File: src/rtl/cclimb_pkg.sv
// Shared types and default ROM map constants for the Crazy Climber download path.
`timescale 1ns/1ps
package cclimb_pkg;

  typedef enum logic [1:0] {IDLE, LOAD, SETTLE, RUN} dl_state_t;
  typedef enum logic [1:0] {RGN_CPU, RGN_GFX, RGN_SND, RGN_PROM} rom_region_t;

  localparam logic [15:0] CPU_END_DEF   = 16'h6000;
  localparam logic [15:0] GFX_END_DEF   = 16'h9000;
  localparam logic [15:0] SND_END_DEF   = 16'hB000;
  localparam logic [15:0] IMG_BYTES_DEF = 16'hB060;
  localparam int unsigned SETTLE_CE_DEF = 16;

endpackage

File: src/rtl/rom_region_dec.sv
// Combinational ROM address to region decode; each bound is an exclusive upper limit.
`timescale 1ns/1ps
module rom_region_dec
  import cclimb_pkg::*;
#(
  parameter logic [15:0] CPU_END = CPU_END_DEF,
  parameter logic [15:0] GFX_END = GFX_END_DEF,
  parameter logic [15:0] SND_END = SND_END_DEF
) (
  input  logic [15:0] addr_i,
  output rom_region_t region_o
);

  always_comb begin
    region_o = RGN_PROM;
    if (addr_i < CPU_END)      region_o = RGN_CPU;
    else if (addr_i < GFX_END) region_o = RGN_GFX;
    else if (addr_i < SND_END) region_o = RGN_SND;
  end

endmodule

File: src/rtl/rom_dl_ctrl.sv
// Download sequencer: forwards ioctl bytes to the ROM write port, checks image size,
// and holds the core in reset until a settle period of ce pulses has elapsed.
`timescale 1ns/1ps
module rom_dl_ctrl
  import cclimb_pkg::*;
#(
  parameter logic [15:0] CPU_END   = CPU_END_DEF,
  parameter logic [15:0] GFX_END   = GFX_END_DEF,
  parameter logic [15:0] SND_END   = SND_END_DEF,
  parameter logic [15:0] IMG_BYTES = IMG_BYTES_DEF,
  parameter int unsigned SETTLE_CE = SETTLE_CE_DEF
) (
  input  logic        clk_sys,
  input  logic        reset_n,
  input  logic        ce,
  input  logic        user_rst,
  input  logic        ioctl_download,
  input  logic        ioctl_wr,
  input  logic [24:0] ioctl_addr,
  input  logic [7:0]  ioctl_dout,
  output logic [15:0] dn_addr,
  output logic [7:0]  dn_data,
  output logic        dn_wr,
  output logic [1:0]  dn_region,
  output logic        core_reset,
  output logic        load_ok,
  output logic        load_err,
  output logic [1:0]  dbg_state
);

  localparam logic [15:0] SETTLE_LAST = 16'(SETTLE_CE - 1);

  dl_state_t   state_q, state_d;
  logic        dl_q;
  logic [15:0] byte_cnt_q, byte_cnt_d;
  logic        ovf_q, ovf_d;
  logic [15:0] settle_cnt_q, settle_cnt_d;
  logic        load_ok_q, load_ok_d;
  logic        load_err_q, load_err_d;
  logic [15:0] dn_addr_q, dn_addr_d;
  logic [7:0]  dn_data_q, dn_data_d;
  logic        dn_wr_q, dn_wr_d;
  rom_region_t dn_region_q, dn_region_d;
  logic        core_reset_q;
  rom_region_t rgn;
  logic        dl_rise, dl_fall;

  rom_region_dec #(
    .CPU_END (CPU_END),
    .GFX_END (GFX_END),
    .SND_END (SND_END)
  ) u_dec (
    .addr_i   (ioctl_addr[15:0]),
    .region_o (rgn)
  );

  assign dl_rise = ioctl_download & ~dl_q;
  assign dl_fall = ~ioctl_download & dl_q;

  // dn_wr is a single-cycle valid with no ready: the ROM port must accept every
  // strobe, and dn_addr/dn_data/dn_region are only meaningful while dn_wr is high.
  always_comb begin
    state_d      = state_q;
    byte_cnt_d   = byte_cnt_q;
    ovf_d        = ovf_q;
    settle_cnt_d = settle_cnt_q;
    load_ok_d    = load_ok_q;
    load_err_d   = load_err_q;
    dn_addr_d    = dn_addr_q;
    dn_data_d    = dn_data_q;
    dn_region_d  = dn_region_q;
    dn_wr_d      = 1'b0;

    if (dl_rise) begin
      state_d      = LOAD;
      byte_cnt_d   = '0;
      ovf_d        = 1'b0;
      settle_cnt_d = '0;
      load_ok_d    = 1'b0;
      load_err_d   = 1'b0;
    end else begin
      case (state_q)
        LOAD: begin
          if (dl_fall) begin
            state_d      = SETTLE;
            settle_cnt_d = '0;
            load_ok_d    = (byte_cnt_q >= IMG_BYTES) && !ovf_q;
            load_err_d   = (byte_cnt_q < IMG_BYTES) || ovf_q;
          end else if (ioctl_wr) begin
            if (byte_cnt_q != 16'hFFFF) byte_cnt_d = byte_cnt_q + 16'd1;
            if (|ioctl_addr[24:16]) begin
              ovf_d = 1'b1;
            end else begin
              dn_wr_d     = 1'b1;
              dn_addr_d   = ioctl_addr[15:0];
              dn_data_d   = ioctl_dout;
              dn_region_d = rgn;
            end
          end
        end
        SETTLE: begin
          if (user_rst) begin
            settle_cnt_d = '0;
          end else if (ce) begin
            // Leave on the final ce itself so the next ce is the first unreset core edge.
            if (settle_cnt_q == SETTLE_LAST) begin
              state_d      = RUN;
              settle_cnt_d = '0;
            end else begin
              settle_cnt_d = settle_cnt_q + 16'd1;
            end
          end
        end
        RUN: begin
          if (user_rst) begin
            state_d      = SETTLE;
            settle_cnt_d = '0;
          end
        end
        default: ;
      endcase
    end
  end

  always_ff @(posedge clk_sys or negedge reset_n) begin
    if (!reset_n) begin
      state_q      <= IDLE;
      dl_q         <= 1'b0;
      byte_cnt_q   <= '0;
      ovf_q        <= 1'b0;
      settle_cnt_q <= '0;
      load_ok_q    <= 1'b0;
      load_err_q   <= 1'b0;
      dn_addr_q    <= '0;
      dn_data_q    <= '0;
      dn_wr_q      <= 1'b0;
      dn_region_q  <= RGN_CPU;
      core_reset_q <= 1'b1;
    end else begin
      state_q      <= state_d;
      dl_q         <= ioctl_download;
      byte_cnt_q   <= byte_cnt_d;
      ovf_q        <= ovf_d;
      settle_cnt_q <= settle_cnt_d;
      load_ok_q    <= load_ok_d;
      load_err_q   <= load_err_d;
      dn_addr_q    <= dn_addr_d;
      dn_data_q    <= dn_data_d;
      dn_wr_q      <= dn_wr_d;
      dn_region_q  <= dn_region_d;
      core_reset_q <= (state_d != RUN);
    end
  end

  assign dn_addr    = dn_addr_q;
  assign dn_data    = dn_data_q;
  assign dn_wr      = dn_wr_q;
  assign dn_region  = dn_region_q;
  assign core_reset = core_reset_q;
  assign load_ok    = load_ok_q;
  assign load_err   = load_err_q;
  assign dbg_state  = state_q;

endmodule

File: config.mk
export PLATFORM = sky130hd
export DESIGN_NAME = rom_dl_ctrl
export DESIGN_NICKNAME = d
export VERILOG_FILES = /design/src/rtl/cclimb_pkg.sv /design/src/rtl/rom_region_dec.sv /design/src/rtl/rom_dl_ctrl.sv
export SDC_FILE = /design/constraint.sdc
export NUM_CORES = 1
export LEC_CHECK = 0
export BUFFER_PORTS_ARGS = -buffer_cell sky130_fd_sc_hd__buf_2
export CAP_MARGIN = 10
export CORE_MARGIN = 2
export CORE_UTILIZATION = 51
export CTS_BUF_LIST = sky130_fd_sc_hd__clkbuf_16
export DETAILED_ROUTE_END_ITERATION = 8
export PLACE_DENSITY_LB_ADDON = 0.05
export SYNTH_ARGS = -nofsm -noshare
export SYNTH_HDL_FRONTEND = slang
export SYNTH_SLANG_ARGS = --single-unit
File: constraint.sdc
create_clock -name clk_sys -period 2.7 [get_ports clk_sys]
set_input_delay 0.54 -clock clk_sys [delete_from_list [all_inputs] [get_ports clk_sys]]
set_output_delay 0.54 -clock clk_sys [all_outputs]
set_load 0.02 [all_outputs]
==> impl_results.md, run 1 <==
- Outcome: complete, no violations
- Critical Path, Cell by Cell: inv_1, ha_1, a21oi_2, or4_1, or4_1, a21oi_1
- Worst R2R Setup Slack: 0.23 ns
- Area grow syn2layout: 22.2%
- RSZ-0062 raised after global routing: no
- Critical Path Slowest Stage Cell: or4_1
- Clock slew at reported path FFs: 0.06 ns
- Clock Sink Count: 66
- Layout Nets: 465
- Final worst-path cycle share: 0.914
- NetSw: 0.000873 W
- Max Clock Skew: 0.00715 ns
- Peak VDD IR: 0.410 mV
- Worst Tran Pin Value: 0.703 ns
- Crit path DAT: 2.72 ns
- Initial drt markers: 151
- Final GP Congestion: 0.872
- CTS H-tree lvls: 3
- GRT Total Usage: 0.229
- Crit. End Element: flip-flop
- Hold/Removal Path Class: in2async
- Yosys Warn Count: 0
- Vias in the first global route: 2,868
- WL per Instance: 16.1 um
- Grt total ovfl: 0
- WP buf/inv: 1
- Routed wire length: 8050 um
- Clock Latency Late Sink: 0.32 ns
- Final setup viols: 0
- Initial core utilization: 0.521
- PwrDens: 679 nW/um2
- Period minus WS final: 2.47 ns
- Mean number of vias per cell: 5.82
- Fin util: 0.636
- Worst slack at placement: 0.284 ns
- First-pass GRT wire length: 13,500 um
- Worst path max stage delay: 0.68 ns
- HPWL Detailed: 5770 um
- Synthesized Nets: 389
- Design area: 4280 um2
- Lkg Pwr: 2.04 nW
- Pint: 0.00203 W
- Synth async-reset ratio: 1.00
- Req. time, crit path: 2.95 ns
- Total of max-cap violations: 0
- Final-report hold violation count: 0
- CTS tree: done
- Clock Path Buffers: 2
- Post-Syn Area: 3500 um2
- EDFF count, synth: 0
- Crit path kind: reg2reg
- First drt pass iteration count: 4
- Placed Cells incl. Taps: 484
- Most frequent CP cell: or4_1
- Total setup buffers inserted after CTS: 0
- CTS Buf Count: 9
- Cell count after synthesis: 339
- Die area: 7540 um2
- CP Max Fanout: 9
- Synthesized flop and latch total: 66
- Prevailing post-synth register cell: dfrtp_1
- Type of origin of the critical path: flip-flop
- Number of diodes: 0
- PortBufs: 70
- Core Region: 6720 um2
- Netlist cell types: 53
- Peak Freq: 405 MHz
- Post-route setup TNS: 0 ns
- Post-CTS Hold Fix Bufs: 0
- Pin count of the biggest net entering global routing: 34
- Total number of vias: 2,912
- Cell Area, Placed: 3970 um2
- I/O pin count: 71
- Die Y-Extent: 86.8 um
- Clock Power Share: 0.401
- Relative slew slack: 0.527
- DRC Markers: 0
- Chip width: 86.8 um
- Non-filler cells, final: 500
- Initial antenna violation count: 0
- Top delay family on crit path: simple AND/OR/NAND/NOR gates
- CTS resizes: 0
- Syn avg cell area: 10.3 um2
- Final worst slack: 0.233 ns
- Final slew viol count: 0
- Share of power burned in combinational logic: 0.209
- Routed Antenna Nets: 0
- Rows: 30
- Layout cells sized above 1: 0.255
- Post-synthesis sequential area ratio: 0.472
- Root buffer cell: clkbuf_16
- Sequential share of power: 0.391
- Sw Share: 0.301
==> stage by stage <==
stage,hold WS [ns],power (W)
6_report,0.0133,0.00290
3_3_place_gp,0.354,0.00174
2_1_floorplan,0.244,0.00154
4_1_cts,0.00672,0.00294
3_5_place_dp,0.356,0.00176
5_1_grt,0.0107,0.00305
==> metal layers <==
metal / track usage / up-vias / routed length, um
met5: 0 / - / 0
met4: 0.0938 / 0 / 77
met3: 0.0419 / 6 / 312
met2: 0.368 / 69 / 3880
met1: 0.304 / 1398 / 3770
li1: - / 1439 / -
==> layout by cell type (no fill, tap or decap), types with 3 or more instances in the layout <==
cell type  Yosys  routed
mux2_1        26      26
nand2_1       24      24
nor4_1         9       9
nand3_1       19      19
a21oi_1       12      12
o21ai_1        7       7
or4_1          8       8
o41a_1         3       3
clkbuf_16      0       9
buf_4          1      10
nor2b_1        4       4
nand2b_1       5       5
a31oi_1        9       9
o31ai_1       10      10
inv_1         18      18
nand4_1       11      11
nor2_1        12      12
ha_1          11      11
mux2i_1        4       4
o21ai_0        7       7
dfrtp_1       65      65
and3_1         6       6
buf_2          6      70
or3_1          4       4
o41ai_1        3       3
a32oi_1        5       5
o22ai_1        7       7
==> power by group through the flow <==
stage / Sequential (W) / Combinational (W) / Clock (W)
after floorplan: 0.00117 / 0.000369 / 0
after global placement: 0.00115 / 0.000595 / 0
after detailed placement: 0.00115 / 0.000609 / 0
after CTS: 0.00113 / 0.000611 / 0.00119
after global routing: 0.00115 / 0.000667 / 0.00124
final: 0.00113 / 0.000605 / 0.00116
==> registers in the layout, indices dropped and copies added, names as in the netlist <==
name,cells
settle_cnt_q,16
dn_wr,1
load_err,1
dbg_state,2
load_ok,1
core_reset,1
dn_region,2
dn_addr,16
ovf_q,1
dn_data,8
dl_q,1
byte_cnt_q,16
==> path summary, 6_finish.rpt <==
kind | from | end | depth (start not counted)
setup / recovery | dbg_state[1] | byte_cnt_q[13] | 6
hold / removal | reset_n | dn_addr[10] | 1
setup reg to reg | dbg_state[1] | byte_cnt_q[13] | 6
hold reg to reg | dn_addr[5] | dn_addr[5] | 1
max in group asynchronous | reset_n | core_reset | 2
min in group clk_sys | ioctl_download | dl_q | 1
==> kinds of logic (layout without fill, tap and decap cells) <==
| family | count (synthesis) | in the layout | synth area share |
|---|---|---|---|
| AND/OR/NAND/NOR | 115 | 115 | 0.190 |
| AO/OA/AOI/OAI | 79 | 79 | 0.158 |
| flip-flops | 66 | 66 | 0.472 |
| buffers and inverters | 37 | 118 | 0.0429 |
| multiplexers | 30 | 30 | 0.0951 |
| adder cells (fa/ha/maj) | 11 | 11 | 0.0393 |
| XOR/XNOR | 1 | 1 | 0.00250 |
==> Yosys cell counts (3+ instances only) <==
cell type  number  area (um2)
a21oi_1        12        60.1
a31oi_1         9        56.3
a32oi_1         5        43.8
and3_1          6        37.5
buf_2           6        30.0
clkbuf_1        8        30.0
dfrtp_1        65        1630
ha_1           11         138
inv_1          18        67.6
mux2_1         26         293
mux2i_1         4        40.0
nand2_1        24        90.1
nand2b_1        5        31.3
nand3_1        19        95.1
nand4_1        11        68.8
nor2_1         12        45.0
nor2b_1         4        25.0
nor4_1          9        56.3
o21ai_0         7        35.0
o21ai_1         7        35.0
o22ai_1         7        43.8
o31ai_1        10        75.1
o41a_1          3        33.8
o41ai_1         3        26.3
or3_1           4        25.0
or4_1           8        60.1
==> area by class of cell <==
cell class | instances | area (um2)
Sequential cell | 66 | 1650
Tap cell | 80 | 100
Clock buffer | 9 | 225
Fill cell | 541 | 2440
Inverter | 21 | 78.8
Clock inverter | 7 | 76.3
Timing Repair Buffer | 81 | 445
Multi-Input combinational cell | 236 | 1700
(Power assumes the default switching activity.)
==> run 2: changes to the inputs <==
- PLACE_DENSITY: default -> 0.75
- PLACE_DENSITY_LB_ADDON: 0.05 -> default
==> run 2 against run 1 <==
  * Cell count shrank 0.40%
  * Flip-flop and latch count is the same
  * Critical endpoint is now byte_cnt_q[9]
  * Largest cell class unchanged
  * Non-clock buffer count shrank 2
  * Via count grew 4.3%
  * First-iteration DRC count grew 46%
  * Global-route usage grew 0.29 points
  * Die area is the same
  * Wire length grew 0.11%
==> impl_results.md, run 2 (same netlist as run 1, synthesis figures left out) <==
- Relative slew slack: 0.397 (-0.130)
- WL per Instance: 16.2 um (+0.51%)
- Crit. End Element: flip-flop
- Critical Path Slowest Stage Cell: or4_1
- Clock Sink Count: 66 (unchanged)
- Crit path DAT: 2.73 ns (about the same)
- Most common cell after layout, fill and taps aside: buf_2
- Lkg Pwr: 2.03 nW (-0.26%)
- Layout cells sized above 1: 0.249 (-0.00596)
- I/O pin count: 71 (unchanged)
- Non-filler cells, final: 498 (-0.40%)
- Placed Cells incl. Taps: 482 (-0.41%)
- Post-CTS Hold Fix Bufs: 0 (unchanged)
- Commonest non-fill, non-tap cells in the layout: buf_2 (70), dfrtp_1 (65), mux2_1 (26), nand2_1 (24), nand3_1 (19)
- Layout Nets: 463 (-0.43%)
- Hold/Removal Path Class: in2async
- Number of diodes: 0 (unchanged)
- Type of origin of the critical path: flip-flop
- Mean number of vias per cell: 6.10 (+4.7%)
- Die Y-Extent: 86.8 um (unchanged)
- Final slew viol count: 0 (unchanged)
- Chip width: 86.8 um (unchanged)
- Vias in the first global route: 2,867 (-0.035%)
- Initial antenna violation count: 0 (unchanged)
- Peak Freq: 404 MHz (-0.37%)
- Die area: 7540 um2 (unchanged)
- Footprint of the multi-input gates: 1700 um2 (unchanged)
- Top delay family on crit path: simple AND/OR/NAND/NOR gates
- Period minus WS final: 2.48 ns (+0.00917 ns)
- Grt total ovfl: 0 (unchanged)
- Clock Latency Late Sink: 0.33 ns (about the same)
- Register area: 1650 um2 (unchanged)
- Stages on the worst setup path: 6 (unchanged)
- Peak VDD IR: 0.414 mV (+0.99%)
- Routed Antenna Nets: 0 (unchanged)
- Max Clock Skew: 0.00538 ns (-0.00177 ns)
- HPWL Detailed: 5590 um (-3.2%)
- CTS Buf Count: 9 (unchanged)
- Area grow syn2layout: 22.2% (about the same)
- RR Startpoint: dbg_state[1]
- CTS tree: done
- RSZ-0062 raised after global routing: no
- First drt pass iteration count: 5 (+1)
- Worst path max stage delay: 0.68 ns (about the same)
- Total number of vias: 3,038 (+4.3%)
- Initial drt markers: 221 (+46%)
- Fin util: 0.636 (about the same)
- Outcome: complete, no violations
- PortBufs: 70 (unchanged)
- Worst Setup EP: byte_cnt_q[9]
- Total of max-cap violations: 0 (unchanged)
- Clock Path Buffers: 2 (unchanged)
- Routed wire length: 8050 um (+0.11%)
- DRC Markers: 0 (unchanged)
- Critical Path, Cell by Cell: inv_1, ha_1, a21oi_2, or4_1, or4_1, a21oi_1
- Initial core utilization: 0.521 (unchanged)
- Reg-to-reg critical path endpoint: byte_cnt_q[9]
- CP Max Fanout: 9 (unchanged)
- Hold WS: 0.335 ns (+0.321 ns)
- Worst Tran Pin Value: 0.905 ns (+0.202 ns)
- Total setup buffers inserted after CTS: 0 (unchanged)
- WP buf/inv: 1 (unchanged)
- Post-route setup TNS: 0 ns (unchanged)
- FF-to-FF path depth: 6 (unchanged)
- Filler Cells Inserted: 535 (-1.1%)
- Clock slew at reported path FFs: 0.06 ns (about the same)
- Final setup viols: 0 (unchanged)
- Req. time, crit path: 2.95 ns (about the same)
- Final worst-path cycle share: 0.917 (+0.00339)
- Pin count of the biggest net entering global routing: 41 (+21%)
- Final-report hold violation count: 0 (unchanged)
- Rows: 30 (unchanged)
- Crit path kind: reg2reg
- GRT Total Usage: 0.232 (+0.00295)
- Worst R2R Setup Slack: 0.22 ns (about the same)
- Final GP Congestion: 0.855 (-1.9%)
- PwrDens: 700 nW/um2 (+3.1%)
- CTS H-tree lvls: 3 (unchanged)
- Core Region: 6720 um2 (unchanged)
- First-pass GRT wire length: 13,700 um (+1.3%)
- Most frequent CP cell: or4_1
- Root buffer cell: clkbuf_16
- CTS resizes: 0 (unchanged)
- Worst Setup SP: dbg_state[1]
==> run 2: changes by cell type in the layout (fill, tap and decap cells not counted), sizes merged <==
cell    change
inv         -1
buf         -2
bufinv      +1
==> run 2: where the power goes <==
part           switching (W)  leakage [nW]  total (W)  internal (W)
Combinational       0.000355         0.980   0.000606      0.000251
Clock               0.000445         0.149    0.00125      0.000806
Sequential         0.0000784         0.904    0.00114       0.00106
Total               0.000879          2.03    0.00299       0.00212
==> run 2: worst min path at each step <==
| stage | start | endpoint | cells after the start |
|---|---|---|---|
| detailed placement | dn_region[0] | dn_region[0] | 2 |
| floorplan | reset_n | byte_cnt_q[0] | 0 |
| global placement | dn_region[0] | dn_region[0] | 2 |
| finish | reset_n | dn_addr[10] | 1 |
| global route | ioctl_download | dl_q | 1 |
| CTS | ioctl_download | dl_q | 1 |
==> run 2: metrics by stage <==
step | cell area, um2 | power (W) | worst slack [ns]
final | 4280 | 0.00299 | 0.224
after global routing | 4280 | 0.00315 | 0.0935
after CTS | 4280 | 0.00301 | 0.241
after detailed placement | 3960 | 0.00175 | 0.222
after global placement | 3960 | 0.00173 | 0.291
after floorplan | 3500 | 0.00154 | 0.416
==> run 2: area by class of cell <==
cell class,instances,area share
clock inverters,7,0.0217
multi-input cells,236,0.397
flip-flops and latches,66,0.386
clock buffers,9,0.0527
well taps,80,0.0234
inverters,21,0.0184
repair buffers,79,0.101
==> run 2: metal layers <==
| layer | track usage | share of wire | vias to the layer above | wire length, um |
|---|---|---|---|---|
| li1 | - | - | 1440 | - |
| met2 | 0.363 | 0.47 | 127 | 3760 |
| met5 | 0 | 0 | - | 0 |
| met1 | 0.314 | 0.45 | 1462 | 3630 |
| met3 | 0.0438 | 0.067 | 9 | 536 |
| met4 | 0.0994 | 0.016 | 0 | 125 |
==> run 3: changes to the inputs <==
- GPL_TIMING_DRIVEN: default -> 0
==> run 3 against run 2 <==
  * Worst setup slack improved by 0.013 ns
  * Global-route usage decreased by 1.2 points
  * Clock-buffer cell count is the same
  * Worst hold slack worse by 0.025 ns
  * Combinational power shrank 2%
  * Clock power is 6% higher
  * Maximum frequency increased by 0.54%
  * Sequential share of layout area down 0.16 points
  * First-iteration DRC count rose by 30%
  * Critical endpoint is now settle_cnt_q[11]
  * Largest cell class unchanged
  * Highest routed layer unchanged
==> impl_results.md, run 3 (same netlist as run 1, synthesis figures left out) <==
- Outcome: complete, no violations
- CTS Buf Count: 9 (unchanged)
- Hold WS: 0.309 ns (-0.0253 ns)
- First-pass GRT wire length: 13,100 um (-4.2%)
- Routed Antenna Nets: 0 (unchanged)
- Peak Freq: 406 MHz (+0.54%)
- Total setup buffers inserted after CTS: 0 (unchanged)
- Clock Sink Count: 66 (unchanged)
- RSZ-0062 raised after global routing: no
- Vias in the first global route: 2,819 (-1.7%)
- First drt pass iteration count: 5 (unchanged)
- PortBufs: 70 (unchanged)
- Final-report hold violation count: 0 (unchanged)
- Peak VDD IR: 0.570 mV (+38%)
- Number of diodes: 0 (unchanged)
- Crit path DAT: 2.66 ns (-0.07 ns)
- Post-CTS Hold Fix Bufs: 0 (unchanged)
- Most common cell after layout, fill and taps aside: buf_2
- Share of power burned in combinational logic: 0.195 (-0.007)
- Design area: 4290 um2 (+0.41%)
- Req. time, crit path: 2.90 ns (-0.05 ns)
- Top delay family on crit path: simple AND/OR/NAND/NOR gates
- Core Region: 6720 um2 (unchanged)
- Sequential share of power: 0.371 (-0.009)
- Die area: 7540 um2 (unchanged)
- PwrDens: 710 nW/um2 (+1.4%)
- Lkg Pwr: 2.04 nW (+0.16%)
- Period minus WS final: 2.46 ns (-0.0134 ns)
- Initial antenna violation count: 0 (unchanged)
- Pint: 0.00220 W (+3.8%)
- Total of max-cap violations: 0 (unchanged)
- Total number of vias: 3,086 (+1.6%)
- Critical Path, Cell by Cell: inv_1, ha_1, or3b_1, o221ai_2, nand3b_1, buf_2, o22ai_1
- Layout cells sized above 1: 0.240 (-0.00880)
- Max Clock Skew: 0.00635 ns (+0.000969 ns)
- DRC Markers: 0 (unchanged)
- Pin count of the biggest net entering global routing: 67 (+63%)
- HPWL Detailed: 5680 um (+1.7%)
- Commonest non-fill, non-tap cells in the layout: buf_2 (75), dfrtp_1 (65), mux2_1 (26), nand2_1 (24), nand3_1 (19)
- Clock Path Buffers: 2 (unchanged)
- Area grow syn2layout: 22.7%
- Final worst slack: 0.238 ns (+0.0134 ns)
- Mean number of vias per cell: 6.11 (+0.17%)
- Crit path kind: reg2reg
- NetSw: 0.000854 W (-2.8%)
- Final setup viols: 0 (unchanged)
- GRT Total Usage: 0.219 (-0.0124)
- I/O pin count: 71 (unchanged)
- Final GP Congestion: 0.865 (+1.1%)
- Cell Area, Placed: 3950 um2 (-0.16%)
- Worst Tran Pin Value: 0.808 ns (-0.0971 ns)
- Final slew viol count: 0 (unchanged)
- Die Y-Extent: 86.8 um (unchanged)
- WP buf/inv: 2 (+1)
- Initial core utilization: 0.521 (unchanged)
- Hold/Removal Path Class: in2async
- Routed wire length: 7960 um (-1.2%)
- Chip width: 86.8 um (unchanged)
- Layout Nets: 470 (+1.5%)
- Fin util: 0.639 (+0.00261)
- Clock Power Share: 0.434 (+0.016)
- Sw Share: 0.280 (-0.0135)
- Clock Latency Late Sink: 0.33 ns (about the same)
- Final worst-path cycle share: 0.912 (-0.00495)
- Grt total ovfl: 0 (unchanged)
- Worst path max stage delay: 0.43 ns (-0.25 ns)
- Clock slew at reported path FFs: 0.06 ns (about the same)
- Relative slew slack: 0.461 (+0.0647)
- Rows: 30 (unchanged)
- WL per Instance: 15.8 um (-2.5%)
- CTS H-tree lvls: 3 (unchanged)
- Worst slack at placement: -0.0560 ns (-0.278 ns)
- CTS resizes: 0 (unchanged)
- Type of origin of the critical path: flip-flop
- Root buffer cell: clkbuf_16
- CP Max Fanout: 10 (+1)
- Post-route setup TNS: 0 ns (unchanged)
- CTS tree: done
- Critical Path Slowest Stage Cell: dfrtp_1
- Crit. End Element: flip-flop
- Initial drt markers: 288 (+30%)
-- run 3: cell types whose count changed in the layout (fill, tap and decap cells not counted), sizes merged --
cell      previous run  this run
bufinv               2         3
clkinv               3         4
clkinvlp             2         0
buf                 79        78
clkbuf               9        17
-- run 3: power by group through the flow --
stage	combinational (W)	sequential, W	clock (W)
2_1_floorplan	0.000369	0.00117	0
3_3_place_gp	0.000570	0.00115	0
3_5_place_dp	0.000593	0.00115	0
4_1_cts	0.000595	0.00113	0.00134
5_1_grt	0.000672	0.00114	0.00139
6_report	0.000594	0.00113	0.00132
-- run 3: routing by layer --
layer  up-vias  wire, um  part of all wire  global-route usage
li1       1457         -                 -                   -
met1      1477      3500              0.44               0.297
met2       137      3720              0.47               0.347
met3        15       597             0.075              0.0400
met4         0       138             0.017              0.0895
met5         -         0                 0                   0
-- run 3: layout make-up --
type / instances / area, um2
Clock buffer: 9 / 225
Clock inverter: 7 / 116
Sequential cell: 66 / 1650
Tap cell: 80 / 100
Buffer: 16 / 71.3
Inverter: 21 / 78.8
Multi-Input combinational cell: 236 / 1700
Fill cell: 560 / 2420
Timing Repair Buffer: 70 / 353
-- run 3: worst paths after layout --
path	startpoint	endpoint	slack, ns	cells after the start
min	reset_n	dn_addr[10]	0.31	1
max in group asynchronous	reset_n	settle_cnt_q[6]	1.87	1
max	dbg_state[0]	settle_cnt_q[11]	0.24	7
min in group clk_sys	ioctl_download	dl_q	0.35	1
max reg2reg	dbg_state[0]	settle_cnt_q[11]	0.24	7
min reg2reg	dn_region[0]	dn_region[0]	0.48	2
-- run 3: per-stage QoR --
stage	power [W]	instances
floorplan	0.00154	339
global placement	0.00172	489
detailed placement	0.00174	489
CTS	0.00307	505
global route	0.00321	505
finish	0.00305	505
